[src/rtl/regfile_wb_scheduler_pkg.sv]
// Shared types and constants for the or1420 register-file write-back scheduler.
package rf_wb_pkg;
  localparam int ADDR_W_DEF = 5;
  localparam int DATA_W_DEF = 32;

  typedef enum logic [1:0] {SRC_NONE, SRC_EX, SRC_LD, SRC_CI} src_e;

  localparam logic [4:0] REG_ZERO = 5'd0;
endpackage

[src/rtl/regfile_wb_scheduler_if.sv]
// Core-side bundle of the write-back scheduler: producers, issue, decode reads, rf write port.
interface regfile_wb_scheduler_if #(
  parameter int ADDR_W = 5,
  parameter int DATA_W = 32
);
  logic              stall;
  logic              exWe;
  logic [ADDR_W-1:0] exAddr;
  logic [DATA_W-1:0] exData;
  logic              ldValid;
  logic [ADDR_W-1:0] ldAddr;
  logic [DATA_W-1:0] ldData;
  logic              ldReady;
  logic              ciValid;
  logic [ADDR_W-1:0] ciAddr;
  logic [DATA_W-1:0] ciData;
  logic              ciReady;
  logic              issueValid;
  logic [ADDR_W-1:0] issueAddr;
  logic [ADDR_W-1:0] readAddrA;
  logic [ADDR_W-1:0] readAddrB;
  logic              hazardA;
  logic              hazardB;
  logic              rfWe;
  logic [ADDR_W-1:0] rfAddr;
  logic [DATA_W-1:0] rfData;

  modport slave (
    input  stall, exWe, exAddr, exData, ldValid, ldAddr, ldData,
           ciValid, ciAddr, ciData, issueValid, issueAddr, readAddrA, readAddrB,
    output ldReady, ciReady, hazardA, hazardB, rfWe, rfAddr, rfData
  );

  modport master (
    output stall, exWe, exAddr, exData, ldValid, ldAddr, ldData,
           ciValid, ciAddr, ciData, issueValid, issueAddr, readAddrA, readAddrB,
    input  ldReady, ciReady, hazardA, hazardB, rfWe, rfAddr, rfData
  );
endinterface

[src/rtl/regfile_wb_scheduler_scoreboard.sv]
// Pending-destination vector for loads/custom instructions plus the two decode hazard lookups.
module rf_wb_scoreboard
  import rf_wb_pkg::*;
#(
  parameter int ADDR_W = ADDR_W_DEF
) (
  input  logic              clk,
  input  logic              rst_n,
  input  logic              set_en,
  input  logic [ADDR_W-1:0] set_addr,
  input  logic              clr_en,
  input  logic [ADDR_W-1:0] clr_addr,
  input  logic [ADDR_W-1:0] rd_addr_a,
  input  logic [ADDR_W-1:0] rd_addr_b,
  input  logic              wb_we,
  input  logic [ADDR_W-1:0] wb_addr,
  output logic              hazard_a,
  output logic              hazard_b
);
  localparam int NREG = 1 << ADDR_W;
  localparam logic [ADDR_W-1:0] ZERO = ADDR_W'(REG_ZERO);

  logic [NREG-1:0] pending, pending_nxt;

  // Set is applied after clear: a same-cycle re-issue means a newer producer is in flight.
  always_comb begin
    pending_nxt = pending;
    if (clr_en) pending_nxt[clr_addr] = 1'b0;
    if (set_en && set_addr != ZERO) pending_nxt[set_addr] = 1'b1;
  end

  always_ff @(posedge clk or negedge rst_n) begin
    if (!rst_n) pending <= '0;
    else        pending <= pending_nxt;
  end

  assign hazard_a = (rd_addr_a != ZERO) && (pending[rd_addr_a] || (wb_we && wb_addr == rd_addr_a));
  assign hazard_b = (rd_addr_b != ZERO) && (pending[rd_addr_b] || (wb_we && wb_addr == rd_addr_b));
endmodule

[src/rtl/regfile_wb_scheduler.sv]
// Write-port arbiter (ex > round-robin ld/ci) with one registered write stage.
// RF_WB_SCOREBOARD_EN builds the pending-destination scoreboard and hazard outputs.
module regfile_wb_scheduler
  import rf_wb_pkg::*;
#(
  parameter int ADDR_W = ADDR_W_DEF,
  parameter int DATA_W = DATA_W_DEF
) (
  input logic cpuClock,
  input logic nReset,
  regfile_wb_scheduler_if.slave bus
);
  localparam logic [ADDR_W-1:0] ZERO = ADDR_W'(REG_ZERO);

  src_e              grant, wb_src;
  logic              ptr_ci;  // 0: ld preferred on a tie, 1: ci preferred
  logic [ADDR_W-1:0] g_addr, addr_q;
  logic [DATA_W-1:0] g_data, data_q;
  logic              we_q, commit, clr_en;

  always_comb begin
    grant = SRC_NONE;
    if (!bus.stall) begin
      if (bus.exWe)                                     grant = SRC_EX;
      else if (bus.ldValid && (!bus.ciValid || !ptr_ci)) grant = SRC_LD;
      else if (bus.ciValid)                             grant = SRC_CI;
    end
  end

  always_comb begin
    g_addr = bus.exAddr;
    g_data = bus.exData;
    case (grant)
      SRC_LD:  begin g_addr = bus.ldAddr; g_data = bus.ldData; end
      SRC_CI:  begin g_addr = bus.ciAddr; g_data = bus.ciData; end
      default: ;
    endcase
  end

  assign bus.ldReady = (grant == SRC_LD);
  assign bus.ciReady = (grant == SRC_CI);

  // Stall freezes the whole stage; an ex request seen under stall is re-presented later.
  always_ff @(posedge cpuClock or negedge nReset) begin
    if (!nReset) begin
      we_q   <= 1'b0;
      addr_q <= '0;
      data_q <= '0;
      wb_src <= SRC_NONE;
      ptr_ci <= 1'b0;
    end else if (!bus.stall) begin
      we_q   <= (grant != SRC_NONE) && (g_addr != ZERO);
      wb_src <= grant;
      if (grant != SRC_NONE) begin
        addr_q <= g_addr;
        data_q <= g_data;
      end
      if (grant == SRC_LD)      ptr_ci <= 1'b1;
      else if (grant == SRC_CI) ptr_ci <= 1'b0;
    end
  end

  assign bus.rfWe   = we_q;
  assign bus.rfAddr = addr_q;
  assign bus.rfData = data_q;

  assign commit = we_q && !bus.stall;
  assign clr_en = commit && (wb_src == SRC_LD || wb_src == SRC_CI);

`ifdef RF_WB_SCOREBOARD_EN
  rf_wb_scoreboard #(.ADDR_W(ADDR_W)) u_sb (
    .clk      (cpuClock),
    .rst_n    (nReset),
    .set_en   (bus.issueValid),
    .set_addr (bus.issueAddr),
    .clr_en   (clr_en),
    .clr_addr (addr_q),
    .rd_addr_a(bus.readAddrA),
    .rd_addr_b(bus.readAddrB),
    .wb_we    (we_q),
    .wb_addr  (addr_q),
    .hazard_a (bus.hazardA),
    .hazard_b (bus.hazardB)
  );
`else
  // Without the scoreboard the core stalls on every ld/ci, so no hazard is ever reported.
  assign bus.hazardA = 1'b0;
  assign bus.hazardB = 1'b0;
  logic unused;
  assign unused = &{1'b0, bus.issueValid, bus.issueAddr, bus.readAddrA, bus.readAddrB, clr_en};
`endif
endmodule

[src/flat_wrapper.sv]
// flat-port wrapper written by rule: the top's interface ports become plain ports
module regfile_wb_scheduler_flat import rf_wb_pkg::*;
#(
  parameter int ADDR_W = ADDR_W_DEF,
  parameter int DATA_W = DATA_W_DEF
)
  (cpuClock, nReset, bus_stall, bus_exWe, bus_exAddr, bus_exData, bus_ldValid, bus_ldAddr, bus_ldData, bus_ciValid, bus_ciAddr, bus_ciData, bus_issueValid, bus_issueAddr, bus_readAddrA, bus_readAddrB, bus_ldReady, bus_ciReady, bus_hazardA, bus_hazardB, bus_rfWe, bus_rfAddr, bus_rfData);
  regfile_wb_scheduler_if #(.ADDR_W(ADDR_W), .DATA_W(DATA_W)) bus_i ();
  input logic cpuClock;
  input logic nReset;
  input wire logic [$bits(bus_i.stall)-1:0] bus_stall;
  input wire logic [$bits(bus_i.exWe)-1:0] bus_exWe;
  input wire logic [$bits(bus_i.exAddr)-1:0] bus_exAddr;
  input wire logic [$bits(bus_i.exData)-1:0] bus_exData;
  input wire logic [$bits(bus_i.ldValid)-1:0] bus_ldValid;
  input wire logic [$bits(bus_i.ldAddr)-1:0] bus_ldAddr;
  input wire logic [$bits(bus_i.ldData)-1:0] bus_ldData;
  input wire logic [$bits(bus_i.ciValid)-1:0] bus_ciValid;
  input wire logic [$bits(bus_i.ciAddr)-1:0] bus_ciAddr;
  input wire logic [$bits(bus_i.ciData)-1:0] bus_ciData;
  input wire logic [$bits(bus_i.issueValid)-1:0] bus_issueValid;
  input wire logic [$bits(bus_i.issueAddr)-1:0] bus_issueAddr;
  input wire logic [$bits(bus_i.readAddrA)-1:0] bus_readAddrA;
  input wire logic [$bits(bus_i.readAddrB)-1:0] bus_readAddrB;
  output wire logic [$bits(bus_i.ldReady)-1:0] bus_ldReady;
  output wire logic [$bits(bus_i.ciReady)-1:0] bus_ciReady;
  output wire logic [$bits(bus_i.hazardA)-1:0] bus_hazardA;
  output wire logic [$bits(bus_i.hazardB)-1:0] bus_hazardB;
  output wire logic [$bits(bus_i.rfWe)-1:0] bus_rfWe;
  output wire logic [$bits(bus_i.rfAddr)-1:0] bus_rfAddr;
  output wire logic [$bits(bus_i.rfData)-1:0] bus_rfData;
  assign bus_i.stall = bus_stall;
  assign bus_i.exWe = bus_exWe;
  assign bus_i.exAddr = bus_exAddr;
  assign bus_i.exData = bus_exData;
  assign bus_i.ldValid = bus_ldValid;
  assign bus_i.ldAddr = bus_ldAddr;
  assign bus_i.ldData = bus_ldData;
  assign bus_i.ciValid = bus_ciValid;
  assign bus_i.ciAddr = bus_ciAddr;
  assign bus_i.ciData = bus_ciData;
  assign bus_i.issueValid = bus_issueValid;
  assign bus_i.issueAddr = bus_issueAddr;
  assign bus_i.readAddrA = bus_readAddrA;
  assign bus_i.readAddrB = bus_readAddrB;
  assign bus_ldReady = bus_i.ldReady;
  assign bus_ciReady = bus_i.ciReady;
  assign bus_hazardA = bus_i.hazardA;
  assign bus_hazardB = bus_i.hazardB;
  assign bus_rfWe = bus_i.rfWe;
  assign bus_rfAddr = bus_i.rfAddr;
  assign bus_rfData = bus_i.rfData;
  regfile_wb_scheduler #(.ADDR_W(ADDR_W), .DATA_W(DATA_W)) u_core (.cpuClock(cpuClock), .nReset(nReset), .bus(bus_i));
endmodule
[config.mk]
export PLATFORM = sky130hd
export DESIGN_NAME = regfile_wb_scheduler_flat
export DESIGN_NICKNAME = d
export VERILOG_FILES = /design/src/rtl/regfile_wb_scheduler_pkg.sv /design/src/rtl/regfile_wb_scheduler_if.sv /design/src/rtl/regfile_wb_scheduler_scoreboard.sv /design/src/rtl/regfile_wb_scheduler.sv /design/src/flat_wrapper.sv
export SDC_FILE = /design/constraint.sdc
export NUM_CORES = 1
export LEC_CHECK = 0
export ABC_AREA = 1
export CORE_ASPECT_RATIO = 1.5
export CORE_UTILIZATION = 25
export CTS_BUF_LIST = sky130_fd_sc_hd__clkbuf_4
export DETAILED_ROUTE_END_ITERATION = 7
export PLACE_DENSITY = 0.7
export SLEW_MARGIN = 15
export SYNTH_ARGS = -nofsm -noshare
export SYNTH_HDL_FRONTEND = slang
export SYNTH_SLANG_ARGS = --single-unit
[constraint.sdc]
create_clock -name cpuClock -period 1.7 [get_ports cpuClock]
set_input_delay 0.34 -clock cpuClock [delete_from_list [all_inputs] [get_ports cpuClock]]
set_output_delay 0.34 -clock cpuClock [all_outputs]
set_load 0.01 [all_outputs]
==> impl_metrics.env, run 1 <==
export IMPL_power_density_nw_per_um2=639
export IMPL_crit_fanout=2
export IMPL_synth_seq_cells=39
export IMPL_crit_path_end_kind="output pin"
export IMPL_num_fill_cells=875
export IMPL_io_pins=175
export IMPL_portBuffers=156
export IMPL_yosys_most_used_dff="dfrtp_1"
export IMPL_rows=41
export IMPL_synth_largest_area_cell="dfrtp_1"
export IMPL_die_area_um2=9100
export IMPL_clkTransAtPathRegs_ps=120
export IMPL_critPathKind="reg -> out"
export IMPL_cts_tree="done"
export IMPL_ys_top_cells_by_count="84 x nand2_1, 39 x dfrtp_1, 35 x inv_1, 23 x o21ai_1"
export IMPL_grt_overflow=0
export IMPL_gp_congestion=0.767
export IMPL_setup_violations_final=0
export IMPL_cts_sinks=39
export IMPL_maxCapViolations=0
export IMPL_post_route_min_period_ps=1620
export IMPL_drt_wl_total_mm=7.85
export IMPL_wl_per_cell_um=13.9
export IMPL_status="completed"
export IMPL_seq_area_frac_synth_pct=44.8
export IMPL_clock_fmax_mhz=618
export IMPL_syn2layout_area_growth_pct=86.6
export IMPL_core_area_um2=8410
export IMPL_fin_skew_ps=12.9
export IMPL_synth_edf_count=0
export IMPL_start_util_pct=25.9
export IMPL_synth_warnings=0
export IMPL_htreeDepth=2
export IMPL_worst_setup_path_start_kind="flip-flop"
export IMPL_syn_area_per_cell_um2=7.59
export IMPL_drive_gt1_share_pct=9.83
export IMPL_die_height_um=116
export IMPL_power_leakage_nw=1.79
export IMPL_final_core_util_pct=48.3
export IMPL_synth_area_leaders="dfrtp_1 45%, nand2_1 14%, a22oi_1 7.2%"
export IMPL_yosysTopAreaCellShare_pct=44.8
export IMPL_grt_pass1_vias=2591
export IMPL_grt_first_pass_wirelength_mm=12.3
export IMPL_drt_iter0_drc=93
export IMPL_nets=590
export IMPL_hp_class="in -> async"
export IMPL_crit_chain="clkdlybuf4s50_1"
export IMPL_required_ps=1360
export IMPL_syn_area_um2=2180
export IMPL_drc=0
export IMPL_crit_arrival_ps=1280
export IMPL_slowest_stage="clkdlybuf4s50_1"
export IMPL_n_antenna_cell=0
export IMPL_synthCells=287
export IMPL_tns_ps=0
export IMPL_die_w_um=78.2
export IMPL_via_count=2538
export IMPL_clock_latency_ps=340
export IMPL_fin_crit_sh_pct=95.2
export IMPL_dp_hpwl_mm=6.17
export IMPL_globalRouteTotalUtil_pct=17.6
export IMPL_power_total_mw=2.60
export IMPL_crit_family="buffers and inverters"
export IMPL_async_flop_share_pct=100
export IMPL_grt_antenna_before_repair=0
export IMPL_grt_setup_unrepaired="no"
export IMPL_critPathBufInv=1
export IMPL_cts_root_buf="clkbuf_4"
export IMPL_holdWs_ps=490
export IMPL_cts_buffers_inserted=5
export IMPL_final_antenna_net_count=0
export IMPL_grt_max_degree=35
export IMPL_max_stage_delay_ps=570
export IMPL_ys_types=22
export IMPL_clk_path_buf_depth=2
export IMPL_finalHoldViolCount=0
export IMPL_avgViaCountPerCell=4.49
export IMPL_yosysMostFrequentCell="nand2_1"
export IMPL_slew_violations=0
export IMPL_ir_drop_mv=0.323
export IMPL_drt_pass1_iterations=4
## repair_timing
action | in CTS | in global routing
hold endpoints to repair | 18 | 0
pin swaps | 1 | 0
gates resized for setup | 10 | 5
buffers inserted | 1 | 0
hold buffers | 1 | 0
endpoints found under the setup margin | 3 | 4
## path summary, 6_finish.rpt
path,endpoint,depth (start not counted),from,slack (ps)
setup / recovery,bus_rfData[11],1,u_core.bus.rfData[11],80
hold / removal,u_core.bus.rfData[5],2,nReset,490
setup reg to reg,u_core.bus.rfData[0],11,u_core.ptr_ci,180
hold reg to reg,u_core.bus.rfData[17],2,u_core.bus.rfData[17],490
max in group asynchronous,u_core.bus.rfData[4],3,nReset,730
min in group cpuClock,u_core.bus.rfData[17],2,u_core.bus.rfData[17],490
## layer usage
metal  up-vias  GRT usage [%]  wire length, um
met5         -              0                0
met4         0           5.31              134
met3        11           3.83              418
met2        83           33.5             4280
met1      1161           19.3             3010
li1       1283              -                -
## registers in the layout, indices dropped and copies added (netlist names)
signal,flops
u_core.bus.rfAddr,5
u_core.bus.rfData,32
u_core.bus.rfWe,1
u_core.ptr_ci,1
## where the power goes
group          internal [mW]  switching, mW  total, mW
Sequential              1.05         0.0630       1.11
Combinational          0.598          0.403       1.00
Clock                  0.193          0.294      0.488
Total                   1.84          0.760       2.60
## cells in the final DEF, fill, tap and decap left out, types with 10 or more instances in the layout
| cell | instances |
|---|---|
| a21oi_1 | 21 |
| a22oi_1 | 21 |
| buf_4 | 17 |
| clkdlybuf4s50_1 | 149 |
| dfrtp_1 | 39 |
| inv_1 | 34 |
| nand2_1 | 82 |
| nand4_1 | 14 |
| o21ai_0 | 10 |
| o21ai_1 | 23 |
## layout make-up
cell class | instances | area, um2 | area share (%)
repair buffers | 180 | 1790 | 44.1
flip-flops and latches | 39 | 976 | 24.0
multi-input cells | 194 | 967 | 23.8
inverters | 37 | 139 | 3.41
well taps | 107 | 134 | 3.29
clock buffers | 7 | 52.6 | 1.29
clock inverters | 1 | 5.00 | 0.123
## stage by stage
stage,worst slack (ps),area [um2],std cells
floorplan,315,2180,288
global placement,-368,4000,555
detailed placement,-418,4000,555
CTS,9.54,4070,565
global route,2.19,4070,565
finish,81.4,4070,565
## logic make-up (layout without fill, tap and decap cells)
kind of cell    count (synthesis)  in the layout  share of synthesized area [%]
compound gates                 78             78                           21.1
buf+inv                        55            225                           11.3
flops                          39             39                           44.8
other cells                     1              2                          0.172
simple gates                  114            114                           22.7
Power figures use the tool's default switching activity.
==> run 2: changes to the inputs <==
- HOLD_SLACK_MARGIN: default -> 0.1
==> results of run 2 <==
The final DEF is identical to that of run 1; final timing and power are the same.
